## config.mk

```make
export PLATFORM = sky130hd
export DESIGN_NAME = stream_demux_reg
export DESIGN_NICKNAME = d
export VERILOG_FILES = /design/src/rtl/stream_demux_reg.sv
export SDC_FILE = /design/constraint.sdc
export NUM_CORES = 1
export LEC_CHECK = 0
export CAP_MARGIN = 25
export CELL_PAD_IN_SITES_DETAIL_PLACEMENT = 2
export CELL_PAD_IN_SITES_GLOBAL_PLACEMENT = 2
export CORE_MARGIN = 10
export CORE_UTILIZATION = 19
export CTS_CLUSTER_SIZE = 10
export DETAILED_ROUTE_END_ITERATION = 16
export PLACE_DENSITY_LB_ADDON = 0.2
export REMOVE_ABC_BUFFERS = 1
export SYNTH_ARGS = -nofsm -noshare
export SYNTH_HDL_FRONTEND = slang
export SYNTH_SLANG_ARGS = --single-unit
```

## constraint.sdc

```tcl
create_clock -name clk -period 2 [get_ports clk]
set_clock_uncertainty 0.1 [all_clocks]
set_input_delay 0.4 -clock clk [delete_from_list [all_inputs] [get_ports clk]]
set_output_delay 0.4 -clock clk [all_outputs]
set_load 0.01 [all_outputs]
```

## src/rtl/stream_demux_reg.sv

```systemverilog
// Registered 1-to-N stream demux: one held entry, per-channel pending bits,
// broadcast, and drop reporting for out-of-range unicast selects.
module stream_demux_lane (
  input  logic clk,
  input  logic rst_n,
  input  logic load,
  input  logic hit,
  input  logic ready,
  output logic pend,
  output logic drain
);
  assign drain = pend & ~ready;

  always_ff @(posedge clk or negedge rst_n) begin
    if (!rst_n)    pend <= 1'b0;
    else if (load) pend <= hit;
    else           pend <= drain;
  end
endmodule

module stream_demux_reg #(
  parameter int N_CH   = 4,
  parameter int DATA_W = 8,
  parameter int SEL_W  = 2,
  parameter int CNT_W  = 8
) (
  input  logic              clk,
  input  logic              rst_n,
  input  logic              en,
  input  logic              in_valid,
  output logic              in_ready,
  input  logic [SEL_W-1:0]  in_sel,
  input  logic              in_bcast,
  input  logic [DATA_W-1:0] in_data,
  output logic [N_CH-1:0]   out_valid,
  input  logic [N_CH-1:0]   out_ready,
  output logic [DATA_W-1:0] out_data,
  output logic              err_pulse,
  output logic [CNT_W-1:0]  drop_cnt
);
  if ((1 << SEL_W) < N_CH) begin : g_bad_sel
    $error("stream_demux_reg: SEL_W too narrow for N_CH");
  end
  if (N_CH < 2 || N_CH > 16) begin : g_bad_nch
    $error("stream_demux_reg: N_CH must be 2..16");
  end

  logic [N_CH-1:0] pend, drain, hit;
  logic            accept, oor, load;

  // Entry is free when every still-pending channel transfers this cycle.
  assign in_ready = en & ~(|drain);
  assign accept   = in_valid & in_ready;
  assign oor      = ~in_bcast & (32'(in_sel) >= N_CH);
  assign load     = accept & ~oor;

  for (genvar i = 0; i < N_CH; i++) begin : g_lane
    assign hit[i] = in_bcast | (32'(in_sel) == 32'(i));
    stream_demux_lane u_lane (
      .clk   (clk),
      .rst_n (rst_n),
      .load  (load),
      .hit   (hit[i]),
      .ready (out_ready[i]),
      .pend  (pend[i]),
      .drain (drain[i])
    );
  end

  assign out_valid = pend;

  always_ff @(posedge clk or negedge rst_n) begin
    if (!rst_n) begin
      out_data  <= '0;
      err_pulse <= 1'b0;
      drop_cnt  <= '0;
    end else begin
      if (load) out_data <= in_data;
      // A dropped word still consumes the handshake; only the counters move.
      if (accept && oor) begin
        err_pulse <= 1'b1;
        if (drop_cnt != '1) drop_cnt <= drop_cnt + CNT_W'(1);
      end else begin
        err_pulse <= 1'b0;
      end
    end
  end
endmodule

```

==> impl_table.tex, run 1 <==
\begin{tabular}{lr}
\hline
Metric & Value \\
\hline
\multicolumn{2}{l}{\textbf{Placement}} \\
Minimum setup slack after placement & -0.6665 ns \\
DP Wirelength & 1.528 mm \\
Count of port buffers added during placement & 31 \\
Post-Place Cell Area & 979.7 um2 \\
Final Wtd Congestion & 0.7522 \\
\multicolumn{2}{l}{\textbf{Worst setup path}} \\
Category of the most critical setup path & input pin to output port \\
CP Data Required Time & 1.50 ns \\
Critical path arrival & 1.40 ns \\
Worst setup SP type & input pin \\
Type of destination of the critical path & output port \\
Largest driver fanout on the critical path & 3 \\
\multicolumn{2}{l}{\textbf{Floorplanning}} \\
Starting density of the core & between 10\% and 20\% \\
Row cnt & 20 \\
Die height & 76.81 um \\
Core region area & 0.003078 mm2 \\
Die width & 76.81 um \\
I/O Pins & 41 \\
Total Die Area & 0.005899 mm2 \\
\multicolumn{2}{l}{\textbf{Synthesis}} \\
Share of the synthesized area in the top cell type & 48.98\% \\
Fraction of the yosys area taken by sequential cells & 48.98\% \\
Number of register bits inferred by synthesis & 12 \\
Ranking of synthesized cells by instance count & sky130\_fd\_sc\_hd\_\_buf\_4, sky130\_fd\_sc\_hd\_\_dfrtp\_1, sky130\_fd\_sc\_hd\_\_mux2\_2 \\
Gate count of the mapped netlist & 53 \\
Warning count from the yosys run & 0 \\
Most common cell in the synthesized netlist & sky130\_fd\_sc\_hd\_\_buf\_4 \\
Async set-reset flop share out of synthesis & 100.0\% \\
Post-synth EDFFs & 0 \\
Netlist area before placement & 613.1 um2 \\
Post-synthesis cell type with the largest combined area & sky130\_fd\_sc\_hd\_\_dfrtp\_1 \\
Cell variety after synth & 17 \\
Post-Syn Area per Cell & approximately 12 um2 \\
Top area cells in the synthesized netlist & sky130\_fd\_sc\_hd\_\_dfrtp\_1, sky130\_fd\_sc\_hd\_\_buf\_4, sky130\_fd\_sc\_hd\_\_mux2\_2, sky130\_fd\_sc\_hd\_\_o2bb2ai\_1, sky130\_fd\_sc\_hd\_\_inv\_1 \\
Top\_reg\_cell synth & sky130\_fd\_sc\_hd\_\_dfrtp\_1 \\
\multicolumn{2}{l}{\textbf{Clock tree}} \\
Total number of clock tree sinks & 12 \\
Reg clk slew, reported paths & 0.07 ns \\
Worst-Skew Late Latency & 0.26 ns \\
Total CTS buffers & 3 \\
Cell at the root of the clock tree & sky130\_fd\_sc\_hd\_\_clkbuf\_4 \\
Buffer levels on the longest clock path & 2 \\
Number of hold buffers added after CTS & 0 \\
CTS H-tree depth & 1 \\
TritonCTS clock tree & built \\
\multicolumn{2}{l}{\textbf{Run status}} \\
Run status & complete, no violations \\
\multicolumn{2}{l}{\textbf{Drt}} \\
Overall via count from detail\_route & a little over 500 \\
First-pass iteration count of the detailed router & 4 \\
Number of DRC violations after detailed-routing iteration 0 & 9 \\
Average wire length per cell after detail routing & 13.55 um \\
Vias per cell & 3.728 \\
Aggregate routed wire length & roughly 1.8 mm \\
Number of nets still failing antenna checks after routing & 0 \\
Post-route DRC violation count & 0 \\
\multicolumn{2}{l}{\textbf{GRT}} \\
First-pass GRT wire length & 3.008 mm \\
Number of antenna violations at the first check in global routing & 0 \\
Overflow after GRT & 0 \\
Total Routing Usage GR & 6.183\% \\
Vias in the first global route & 637 \\
Pin count of the biggest net entering global routing & 13 \\
\multicolumn{2}{l}{\textbf{Power and ir drop}} \\
Power density cells & 776.9 mW/mm2 \\
Static leakage power & 0.4530 nW \\
Maximum VDD drop & 0.3171 mV \\
\multicolumn{2}{l}{\textbf{Timing}} \\
Final setup violation count & 0 \\
Final number of max-transition violations & 0 \\
Transition time at the pin with the least slew margin & around 0.56 ns \\
Hold Vio Cnt, Final & 0 \\
Crit path setup slack, layout & approximately 0.099 ns \\
Portion of the clock cycle consumed by the worst path in the final layout & 95.04\% \\
Hold Slack & 0.3914 ns \\
Achievable clock frequency & 0.5261 GHz \\
Clock period minus final worst setup slack & 1.901 ns \\
RSZ-0062 raised after global routing & false \\
Max-slew headroom at the worst pin & between 60\% and 70\% \\
\multicolumn{2}{l}{\textbf{Finish}} \\
Post-synthesis to final-layout area growth & 66.12\% \\
Nets & 113 \\
Final Util & about 33\% \\
Fraction of final layout cells with drive strength greater than 1 & approximately 28\% \\
Antenna fix cells & 0 \\
Post-route cell area & 0.001018 mm2 \\
\multicolumn{2}{l}{\textbf{Hold path}} \\
Hold crit path type & input pin to asynchronous set/reset pin \\
\multicolumn{2}{l}{\textbf{Job}} \\
Max-capacitance violation count & 0 \\
\hline
\end{tabular}
==> what timing repair did <==
action	4_1_cts	5_1_grt
resized for setup	11	0
pin swaps	1	1
setup buffers	2	0
setup endpoints to repair	9	1
==> stage by stage <==
step / power, mW / setup TNS, ns / cells
global route: 0.8614 / 0 / 136
detailed placement: 0.6505 / -4.091 / 131
global placement: 0.6451 / -3.808 / 131
CTS: 0.8086 / 0 / 136
finish: 0.7913 / 0 / 136
floorplan: 0.4369 / 0 / 47
==> state kept, by name (all words and copies together) (netlist names) <==
signal	flops
out_data	8
g_lane.u_lane.pend	4
==> power by group <==
part	total (mW)	leakage, nW	switching [mW]	internal [mW]
Clock	0.145	0.0138	0.0755	0.0695
Sequential	0.327	0.147	0.0287	0.298
Combinational	0.319	0.293	0.115	0.204
==> cells in the final DEF (no fill, tap or decap) <==
master                            Yosys  layout
sky130_fd_sc_hd__conb_1               1       9
sky130_fd_sc_hd__o21bai_1             1       1
sky130_fd_sc_hd__nor2_1               2       2
sky130_fd_sc_hd__buf_4               13      10
sky130_fd_sc_hd__clkdlybuf4s50_1      0      27
sky130_fd_sc_hd__nand4_1              1       1
sky130_fd_sc_hd__and4_1               1       1
sky130_fd_sc_hd__dfrtp_1             12      12
sky130_fd_sc_hd__buf_6                1       1
sky130_fd_sc_hd__o2bb2ai_1            2       2
sky130_fd_sc_hd__inv_1                4       2
sky130_fd_sc_hd__a222oi_1             1       1
sky130_fd_sc_hd__and3_4               0       1
sky130_fd_sc_hd__buf_12               0       1
sky130_fd_sc_hd__nand2b_1             1       1
sky130_fd_sc_hd__a21oi_1              2       2
sky130_fd_sc_hd__a22o_1               1       1
sky130_fd_sc_hd__mux2_2               8       8
sky130_fd_sc_hd__dlygate4sd2_1        0       3
sky130_fd_sc_hd__clkbuf_4             0       3
sky130_fd_sc_hd__inv_2                0       2
sky130_fd_sc_hd__o21ai_0              1       1
==> routing by layer <==
metal / wire length (um) / part of all wire [%] / up-vias / track usage [%]
met5: 0 / 0 / - / 0
met4: 0 / 0 / 0 / 1.673
met3: 206 / 11 / 0 / 3.497
met2: 846 / 46 / 25 / 9.949
met1: 790 / 43 / 243 / 6.814
li1: - / - / 239 / -
==> area by class of cell <==
| class | instances | area [um2] |
|---|---|---|
| Tap cell | 44 | 55.05 |
| Clock buffer | 3 | 22.52 |
| Fill cell | 359 | 2059 |
| Multi-Input combinational cell | 31 | 222.7 |
| Inverter | 4 | 15.01 |
| Timing Repair Buffer | 42 | 402.9 |
| Sequential cell | 12 | 300.3 |
==> kinds of logic after synthesis <==
kind of cell | synth area share [%]
buffers and inverters | 20.20
DFF | 48.98
AOI/OAI and AO/OA | 9.592
muxes | 14.69
and+or+nand+nor | 5.921
other | 0.6117
==> critical path: stages <==
cell and delay [ns]:
sky130_fd_sc_hd__dlygate4sd2_1 0.19, sky130_fd_sc_hd__inv_1 0.05, sky130_fd_sc_hd__a222oi_1 0.32, sky130_fd_sc_hd__buf_4 0.17
sky130_fd_sc_hd__and3_4 0.18, sky130_fd_sc_hd__buf_6 0.09
==> worst paths after layout <==
| kind | from | to | slack (ns) | cells after the start |
|---|---|---|---|---|
| max in group asynchronous | rst_n | out_data[1] | 1.04 | 1 |
| min | rst_n | out_data[0] | 0.39 | 1 |
| max | out_ready[1] | in_ready | 0.1 | 6 |
| max reg2reg | g_lane[1].u_lane.pend | out_data[4] | 0.20 | 5 |
| min in group clk | out_data[1] | out_data[1] | 0.41 | 1 |
| min reg2reg | out_data[1] | out_data[1] | 0.41 | 1 |
(Power assumes the default switching activity.)
==> run 2: changes to the inputs <==
- CAP_MARGIN: 25 -> 0
==> results of run 2 <==
No change in the layout: final DEF, timing and power equal those of run 1.
